## src/rtl/sha256_iter_core.sv

```systemverilog
// ---------------------------------------------------------------------------
// sha256_iter_core
//
// Iterative SHA-256 compression engine. It accepts one pre-padded 512-bit
// message block at a time, evaluates ROUNDS_PER_CYCLE rounds per clock and
// applies the feed-forward addition. The finished digest is also kept as the
// chaining value for the next block.
//
// Ports
//   clk         system clock, rising edge
//   rst_n       asynchronous active-low reset
//   in_valid    block present on in_block
//   in_ready    core can accept a block (IDLE only)
//   in_block    padded block, [511:480] = W0 ... [31:0] = W15
//   in_first    1: start from the SHA-256 IV, 0: chain from previous digest
//   out_valid   digest valid (DONE), held until out_ready
//   out_ready   consumer accepts the digest
//   out_digest  [255:224] = H0 ... [31:0] = H7, held between deliveries
//   busy        high in ROUND or DONE
// ---------------------------------------------------------------------------
module sha256_iter_core #(
    parameter int ROUNDS_PER_CYCLE = 1
) (
    input  logic         clk,
    input  logic         rst_n,
    input  logic         in_valid,
    output logic         in_ready,
    input  logic [511:0] in_block,
    input  logic         in_first,
    output logic         out_valid,
    input  logic         out_ready,
    output logic [255:0] out_digest,
    output logic         busy
);

    localparam int R            = ROUNDS_PER_CYCLE;
    localparam int ROUND_CYCLES = 64 / R;
    // Counter value of the final compute cycle of a block.
    localparam logic [5:0] LAST_CNT = 6'((ROUND_CYCLES - 1) * R);
    localparam logic [5:0] CNT_STEP = 6'(R);

    generate
        if ((R != 1 && R != 2 && R != 4 && R != 8) || (ROUND_CYCLES * R != 64)) begin : g_bad_rounds
            $error("sha256_iter_core: ROUNDS_PER_CYCLE must be 1, 2, 4 or 8");
        end
    endgenerate

    localparam logic [255:0] IV = {
        32'h6a09e667, 32'hbb67ae85, 32'h3c6ef372, 32'ha54ff53a,
        32'h510e527f, 32'h9b05688c, 32'h1f83d9ab, 32'h5be0cd19
    };

    localparam logic [31:0] K_TAB [64] = '{
        32'h428a2f98, 32'h71374491, 32'hb5c0fbcf, 32'he9b5dba5,
        32'h3956c25b, 32'h59f111f1, 32'h923f82a4, 32'hab1c5ed5,
        32'hd807aa98, 32'h12835b01, 32'h243185be, 32'h550c7dc3,
        32'h72be5d74, 32'h80deb1fe, 32'h9bdc06a7, 32'hc19bf174,
        32'he49b69c1, 32'hefbe4786, 32'h0fc19dc6, 32'h240ca1cc,
        32'h2de92c6f, 32'h4a7484aa, 32'h5cb0a9dc, 32'h76f988da,
        32'h983e5152, 32'ha831c66d, 32'hb00327c8, 32'hbf597fc7,
        32'hc6e00bf3, 32'hd5a79147, 32'h06ca6351, 32'h14292967,
        32'h27b70a85, 32'h2e1b2138, 32'h4d2c6dfc, 32'h53380d13,
        32'h650a7354, 32'h766a0abb, 32'h81c2c92e, 32'h92722c85,
        32'ha2bfe8a1, 32'ha81a664b, 32'hc24b8b70, 32'hc76c51a3,
        32'hd192e819, 32'hd6990624, 32'hf40e3585, 32'h106aa070,
        32'h19a4c116, 32'h1e376c08, 32'h2748774c, 32'h34b0bcb5,
        32'h391c0cb3, 32'h4ed8aa4a, 32'h5b9cca4f, 32'h682e6ff3,
        32'h748f82ee, 32'h78a5636f, 32'h84c87814, 32'h8cc70208,
        32'h90befffa, 32'ha4506ceb, 32'hbef9a3f7, 32'hc67178f2
    };

    typedef enum logic [1:0] {
        S_IDLE,
        S_ROUND,
        S_DONE
    } state_t;

    // -----------------------------------------------------------------------
    // SHA-256 primitive functions (all arithmetic mod 2^32)
    // -----------------------------------------------------------------------
    function automatic logic [31:0] rotr(input logic [31:0] x, input int n);
        return (x >> n) | (x << (32 - n));
    endfunction

    function automatic logic [31:0] ssig0(input logic [31:0] x);
        return rotr(x, 7) ^ rotr(x, 18) ^ (x >> 3);
    endfunction

    function automatic logic [31:0] ssig1(input logic [31:0] x);
        return rotr(x, 17) ^ rotr(x, 19) ^ (x >> 10);
    endfunction

    function automatic logic [31:0] bsig0(input logic [31:0] x);
        return rotr(x, 2) ^ rotr(x, 13) ^ rotr(x, 22);
    endfunction

    function automatic logic [31:0] bsig1(input logic [31:0] x);
        return rotr(x, 6) ^ rotr(x, 11) ^ rotr(x, 25);
    endfunction

    function automatic logic [31:0] ch(input logic [31:0] e, input logic [31:0] f,
                                       input logic [31:0] g);
        return (e & f) ^ (~e & g);
    endfunction

    function automatic logic [31:0] maj(input logic [31:0] a, input logic [31:0] b,
                                        input logic [31:0] c);
        return (a & b) ^ (a & c) ^ (b & c);
    endfunction

    // -----------------------------------------------------------------------
    // State
    // -----------------------------------------------------------------------
    state_t       state_q;
    logic [5:0]   cnt_q;
    logic         in_ready_q;
    logic         out_valid_q;
    logic         busy_q;
    logic [255:0] digest_q;
    logic [255:0] chain_q;

    // Datapath registers; contents are only meaningful while a block is
    // in flight, so they carry no reset.
    logic [31:0]  win_q  [16];   // win_q[0] holds W[t] for the current counter
    logic [31:0]  wk_q   [8];    // working variables a..h
    logic [31:0]  base_q [8];    // H at block start, for the feed-forward

    // Combinational next-state values
    logic [31:0]  base_h [8];
    logic [31:0]  ext    [16 + R];
    logic [31:0]  win_d  [16];
    logic [31:0]  st     [R + 1][8];
    logic [31:0]  t1;
    logic [31:0]  t2;
    logic [5:0]   kidx;
    logic [255:0] digest_d;

    // Starting hash value for an accepted block.
    always_comb begin
        for (int i = 0; i < 8; i++) begin
            base_h[i] = in_first ? IV[255 - 32*i -: 32] : chain_q[255 - 32*i -: 32];
        end
    end

    // R chained rounds. The window is extended by R words so that rounds
    // beyond W[t+15] can draw on words produced earlier in the same cycle.
    always_comb begin
        for (int i = 0; i < 16 + R; i++) begin
            ext[i] = '0;
        end
        for (int i = 0; i < 16; i++) begin
            ext[i] = win_q[i];
        end
        for (int j = 0; j < R; j++) begin
            ext[16 + j] = ssig1(ext[14 + j]) + ext[9 + j] + ssig0(ext[1 + j]) + ext[j];
        end
        for (int i = 0; i < 16; i++) begin
            win_d[i] = ext[i + R];
        end

        t1   = '0;
        t2   = '0;
        kidx = '0;
        for (int j = 0; j <= R; j++) begin
            for (int i = 0; i < 8; i++) begin
                st[j][i] = '0;
            end
        end
        for (int i = 0; i < 8; i++) begin
            st[0][i] = wk_q[i];
        end
        for (int j = 0; j < R; j++) begin
            kidx = cnt_q + 6'(j);
            t1 = st[j][7] + bsig1(st[j][4]) + ch(st[j][4], st[j][5], st[j][6])
               + K_TAB[kidx] + ext[j];
            t2 = bsig0(st[j][0]) + maj(st[j][0], st[j][1], st[j][2]);
            st[j + 1][0] = t1 + t2;
            st[j + 1][1] = st[j][0];
            st[j + 1][2] = st[j][1];
            st[j + 1][3] = st[j][2];
            st[j + 1][4] = st[j][3] + t1;
            st[j + 1][5] = st[j][4];
            st[j + 1][6] = st[j][5];
            st[j + 1][7] = st[j][6];
        end

        digest_d = '0;
        for (int i = 0; i < 8; i++) begin
            digest_d[255 - 32*i -: 32] = base_q[i] + st[R][i];
        end
    end

    // -----------------------------------------------------------------------
    // Control FSM with registered outputs
    // -----------------------------------------------------------------------
    always_ff @(posedge clk or negedge rst_n) begin
        if (!rst_n) begin
            state_q     <= S_IDLE;
            cnt_q       <= '0;
            in_ready_q  <= 1'b1;
            out_valid_q <= 1'b0;
            busy_q      <= 1'b0;
            digest_q    <= '0;
            chain_q     <= IV;
        end else begin
            case (state_q)
                S_IDLE: begin
                    if (in_valid && in_ready_q) begin
                        state_q    <= S_ROUND;
                        cnt_q      <= '0;
                        in_ready_q <= 1'b0;
                        busy_q     <= 1'b1;
                    end
                end
                S_ROUND: begin
                    cnt_q <= cnt_q + CNT_STEP;
                    if (cnt_q == LAST_CNT) begin
                        digest_q    <= digest_d;
                        chain_q     <= digest_d;
                        out_valid_q <= 1'b1;
                        state_q     <= S_DONE;
                    end
                end
                S_DONE: begin
                    if (out_ready) begin
                        out_valid_q <= 1'b0;
                        in_ready_q  <= 1'b1;
                        busy_q      <= 1'b0;
                        state_q     <= S_IDLE;
                    end
                end
                default: begin
                    state_q     <= S_IDLE;
                    in_ready_q  <= 1'b1;
                    out_valid_q <= 1'b0;
                    busy_q      <= 1'b0;
                end
            endcase
        end
    end

    // -----------------------------------------------------------------------
    // Datapath: load on accept, advance R rounds per ROUND cycle
    // -----------------------------------------------------------------------
    always_ff @(posedge clk) begin
        if (state_q == S_IDLE && in_valid && in_ready_q) begin
            for (int i = 0; i < 16; i++) begin
                win_q[i] <= in_block[511 - 32*i -: 32];
            end
            for (int i = 0; i < 8; i++) begin
                wk_q[i]   <= base_h[i];
                base_q[i] <= base_h[i];
            end
        end else if (state_q == S_ROUND) begin
            for (int i = 0; i < 16; i++) begin
                win_q[i] <= win_d[i];
            end
            for (int i = 0; i < 8; i++) begin
                wk_q[i] <= st[R][i];
            end
        end
    end

    assign in_ready   = in_ready_q;
    assign out_valid  = out_valid_q;
    assign busy       = busy_q;
    assign out_digest = digest_q;

endmodule

```

## config.mk

```make
export PLATFORM = sky130hd
export DESIGN_NAME = sha256_iter_core
export DESIGN_NICKNAME = d
export VERILOG_FILES = /design/src/rtl/sha256_iter_core.sv
export SDC_FILE = /design/constraint.sdc
export NUM_CORES = 2
export LEC_CHECK = 0
export CAP_MARGIN = 25
export CORE_MARGIN = 1
export CORE_UTILIZATION = 50
export CTS_BUF_LIST = sky130_fd_sc_hd__clkbuf_8 sky130_fd_sc_hd__clkbuf_16
export DETAILED_ROUTE_END_ITERATION = 10
export PLACE_DENSITY_LB_ADDON = 0.12
export SKIP_CTS_REPAIR_TIMING = 1
export SLEW_MARGIN = 40
export SYNTH_ARGS = -nofsm -noshare
export SYNTH_HDL_FRONTEND = slang
export SYNTH_SLANG_ARGS = --single-unit
```

## constraint.sdc

```tcl
create_clock -name clk -period 36.4 [get_ports clk]
set_clock_uncertainty 0.1 [all_clocks]
set_input_delay 9.1 -clock clk [delete_from_list [all_inputs] [get_ports clk]]
set_output_delay 9.1 -clock clk [all_outputs]
set_load 0.05 [all_outputs]
```

==> impl.org <==
** Worst hold path
- Path class of the lowest-slack min-delay path :: reg2reg

** STA
- Slew of the pin with the lowest slew margin :: between 0.9 and 1 ns
- Number of hold-slack violations in the final timing report :: 0
- Setup violations remaining at the end of the flow were counted as 0.
- Max frequency :: 76.85 MHz
- In this run the tightest slew margin relative to its limit is between 30% and 40%.
- Fin. max-slew vios :: 0
- Final critical-path share of the clock period :: between 30% and 40%
- Setup repair after global routing left no endpoint under its margin.
- The clock period could shrink to 13.01 ns.
- Summed over all failing endpoints, the final setup total negative slack is 0 ns.

** Setup path
- Capturing point of the worst reg2reg path :: out_digest[255]
- Setup Crit Path Kind :: in2reg
- Critical Path Slowest Stage Cell :: sky130_fd_sc_hd__buf_4
- Of all nets on the critical path, the largest fanout is 138.
- Number of stages on the worst setup path :: 9
- Critical Path AT :: 13.34 ns
- For this run, the slowest stage of the critical path takes 0.75 ns.
- Setup slack of the most critical reg-to-reg path :: roughly 23 ns
- CP Launch Type :: primary input
- In this design, the largest share of critical-path delay is due to buffers and inverters.
- FF-to-FF Start :: cnt_q[1]
- Buffers and inverters on the worst path :: 6
- Number of cell instances on the worst register-to-register path :: 43
- Critical path endpoint :: win_q[0][63]
- Capturing element type of the critical path :: register
- Ordered list of cells on the worst path :: clkdlybuf4s50_1 > nand2b_1 > or3b_4 > inv_8 > nor2_1 > inv_12 > buf_12 > buf_16 > buf_4
- Source of the critical timing path :: in_valid
- Critical path required time :: about 37 ns

** Synthesis
- The number of different library cells used by synthesis comes to between 90 and 100.
- Cell with the most instances after synthesis :: sky130_fd_sc_hd__nand2_1
- In this run, synthesis inferred between 1000 and 1500 flip-flops with an integrated enable.
- Synthesis produced 8792 cells.
- Top cell type by total area after synthesis :: sky130_fd_sc_hd__edfxtp_1
- A synthesized cell averages around 9.6 um^2.
- Biggest area contributors in the synthesized netlist :: sky130_fd_sc_hd__edfxtp_1 (36%), sky130_fd_sc_hd__nand2_1 (12%), sky130_fd_sc_hd__dfrtp_1 (7.9%), sky130_fd_sc_hd__ha_1 (5.9%), sky130_fd_sc_hd__fa_1 (4.6%)
- The mapped netlist covers roughly 84000 um^2.
- Of the synthesized area, sequential elements account for approximately half.
- Synth Flop Type :: sky130_fd_sc_hd__edfxtp_1
- In this run the biggest area consumer among cell types represents between 30% and 40% of the synthesized area.
- After synthesis the netlist holds a flip-flop and latch count of approximately 1400.
- Sorting the synthesized cells by how often they occur yields sky130_fd_sc_hd__nand2_1 (2665), sky130_fd_sc_hd__edfxtp_1 (1024), sky130_fd_sc_hd__nor2_1 (542).
- Post-Syn Nets :: 9900
- For this run, the number of Yosys warnings is 0.
- In the synthesized netlist the async set-or-reset flop fraction comes to 28.24%.

** Placement
- Port buffer count :: a little under 800
- At the end of routability-driven placement, the weighted congestion stood at ~1.
- Detailed Place HPWL :: 222900 um

** Clocking
- CTS placed an instance of sky130_fd_sc_hd__clkbuf_16 at the clock tree root.
- In this run the deepest clock path goes through 3 buffers.
- Clock buffers created by TritonCTS :: around 160
- For this design, the sink count on the clock tree is between 1000 and 1500.
- After clock tree synthesis, the clock-pin slew on the worst setup and hold paths is 0.06 ns.
- Skew-Pair Late Insertion Delay :: ~0.83 ns
- Clock tree from TritonCTS :: done
- The H-tree generated during clock tree synthesis spans 4 levels.

** Global routing
- First-pass GRT wire length :: between 400000 and 500000 um
- Overall track demand over capacity in global routing :: about a third
- Entering global routing, the biggest net connects 200 pins.
- Antenna violations before repair :: 17
- The via count of the first global-routing pass is roughly 63000.
- The total overflow left after global routing is 0.

** Floorplan
- Standard-cell row count :: 150
- Height of the die :: around 410 um
- In this run the horizontal extent of the chip is 413.1 um.
- After floorplanning, the core was sized to cover 167400 um^2.
- # IOs :: around 780
- Initial cell density of the core :: between 50% and 60%
- Die Area :: roughly 170000 um^2

** Routing
- The first detailed-routing pass took 6 iterations.
- Once detail routing completed, the nets flagged for antenna violations numbered 0.
- Vias per Instance :: 5.708
- Summed over all layers, the routed wires come to roughly 300000 um.
- Summing over every cut layer, the via total after detailed routing is between 60000 and 70000.
- Starting DRC count in detailed routing :: roughly 7300
- Routed wire per std cell :: around 25 um
- Number of DRC violations after detailed routing :: 0

** Finish
- Ratio of cells with drive above 1 in the final layout :: under 10%
- Footprint of the multi-input gates :: 39980 um^2
- Area used by sequential logic in the layout :: just over 40000 um^2
- Area Overhead vs Synth :: 17.15%
- The final layout contains slightly above 10000 nets.
- The filler cells instantiated in the layout total about 15000.

** Flow run
- Max-Cap Viols :: 0

** Status
- Outcome :: completed
-- how the worst min path moves through the flow --
| stage | startpoint | to | slack (ns) | depth (start not counted) |
|---|---|---|---|---|
| 2_1_floorplan | chain_q[57] | chain_q[57] | 0.33 | 2 |
| 3_3_place_gp | chain_q[57] | chain_q[57] | 0.34 | 2 |
| 3_5_place_dp | chain_q[0] | chain_q[0] | 0.34 | 2 |
| 4_1_cts | chain_q[100] | chain_q[100] | 0.35 | 2 |
| 5_1_grt | chain_q[55] | chain_q[55] | 0.37 | 2 |
| 6_report | chain_q[175] | chain_q[175] | 0.35 | 2 |
-- layout by cell type, fill, tap and decap left out, drive strengths merged, types with 17 or more instances in the layout --
cell type      synthesis  layout
a211oi                47      47
a21o                 223     223
a21oi                345     345
a31oi                 45      45
and3                  45      45
buf                  159      71
bufinv                 0      17
clkbuf               356     173
clkdlybuf4s50          0     773
clkinv                 1      47
dfrtp                266     266
dfstp                137     137
edfxtp              1024    1024
fa                   195     195
ha                   396     396
inv                  308     359
mux2                  36      36
mux2i                 20      20
nand2               2665    2665
nand2b                60      60
nand3                 77      77
nor2                 542     542
nor2b                167     167
nor3                  78      78
o211ai                32      32
o21a                  90      90
o21ai                412     412
o21bai                41      41
o31ai                 35      35
or2                  151     151
or3                   29      29
xnor2                389     389
xor2                 177     177
-- cells by family after synthesis --
| family | count (synthesis) | share of synthesized area [%] |
|---|---|---|
| AND/OR/NAND/NOR | 3896 | 19.23 |
| flip-flops | 1427 | 48.53 |
| AO/OA/AOI/OAI | 1416 | 10.62 |
| buffers and inverters | 824 | 4.197 |
| adder cells (fa/ha/maj) | 596 | 10.54 |
| XOR/XNOR | 566 | 5.867 |
| multiplexers | 67 | 1.010 |
-- per-stage QoR --
| step | worst slack [ns] | instance area [um^2] | std cells | utilization, % | hold WS (ns) |
|---|---|---|---|---|---|
| 2_1_floorplan | 10.20 | 84490 | 8792 | - | 0.3311 |
| 6_report | 23.39 | 98980 | 11630 | 59.12 | 0.3539 |
| 3_5_place_dp | 22.52 | 93520 | 11320 | 55.86 | 0.3445 |
| 4_1_cts | 23.41 | 98830 | 11620 | 59.03 | 0.3548 |
| 5_1_grt | 23.00 | 98970 | 11630 | 59.12 | 0.3666 |
| 3_3_place_gp | 22.13 | 93200 | 11310 | 55.67 | 0.3390 |
-- worst min-delay path, stage by stage, from the launching register on --
cell	delay (ns)
sky130_fd_sc_hd__dfstp_2	0.36
sky130_fd_sc_hd__nand2_1	0.04
sky130_fd_sc_hd__nand2_1	0.05
-- sequential cells by signal, indices dropped and copies added (netlist names), 2 cells and up --
register / count
base_q: 256
chain_q: 136
cnt_q: 6
out_digest: 256
state_q: 2
win_q: 512
wk_q: 256
-- area by class of cell --
class | count | share of cell area [%]
Tap cell | 2204 | 2.786
Multi-Input combinational cell | 6541 | 40.39
Antenna cell | 15 | 0.03792
Timing Repair Buffer | 844 | 8.798
Inverter | 309 | 1.192
Clock inverter | 121 | 1.123
Sequential cell | 1427 | 41.43
Clock buffer | 173 | 4.237
-- routing by layer --
| metal | part of all wire [%] | track usage (%) | wire, um |
|---|---|---|---|
| met5 | 0 | 0 | 0 |
| met1 | 43 | 49.07 | 128100 |
| met3 | 7.6 | 5.119 | 22520 |
| met2 | 45 | 51.96 | 133500 |
| met4 | 4.1 | 13.34 | 12120 |
Power is not shown: default switching activity piles up to over one toggle a cycle in this logic, so the estimate is an artifact.
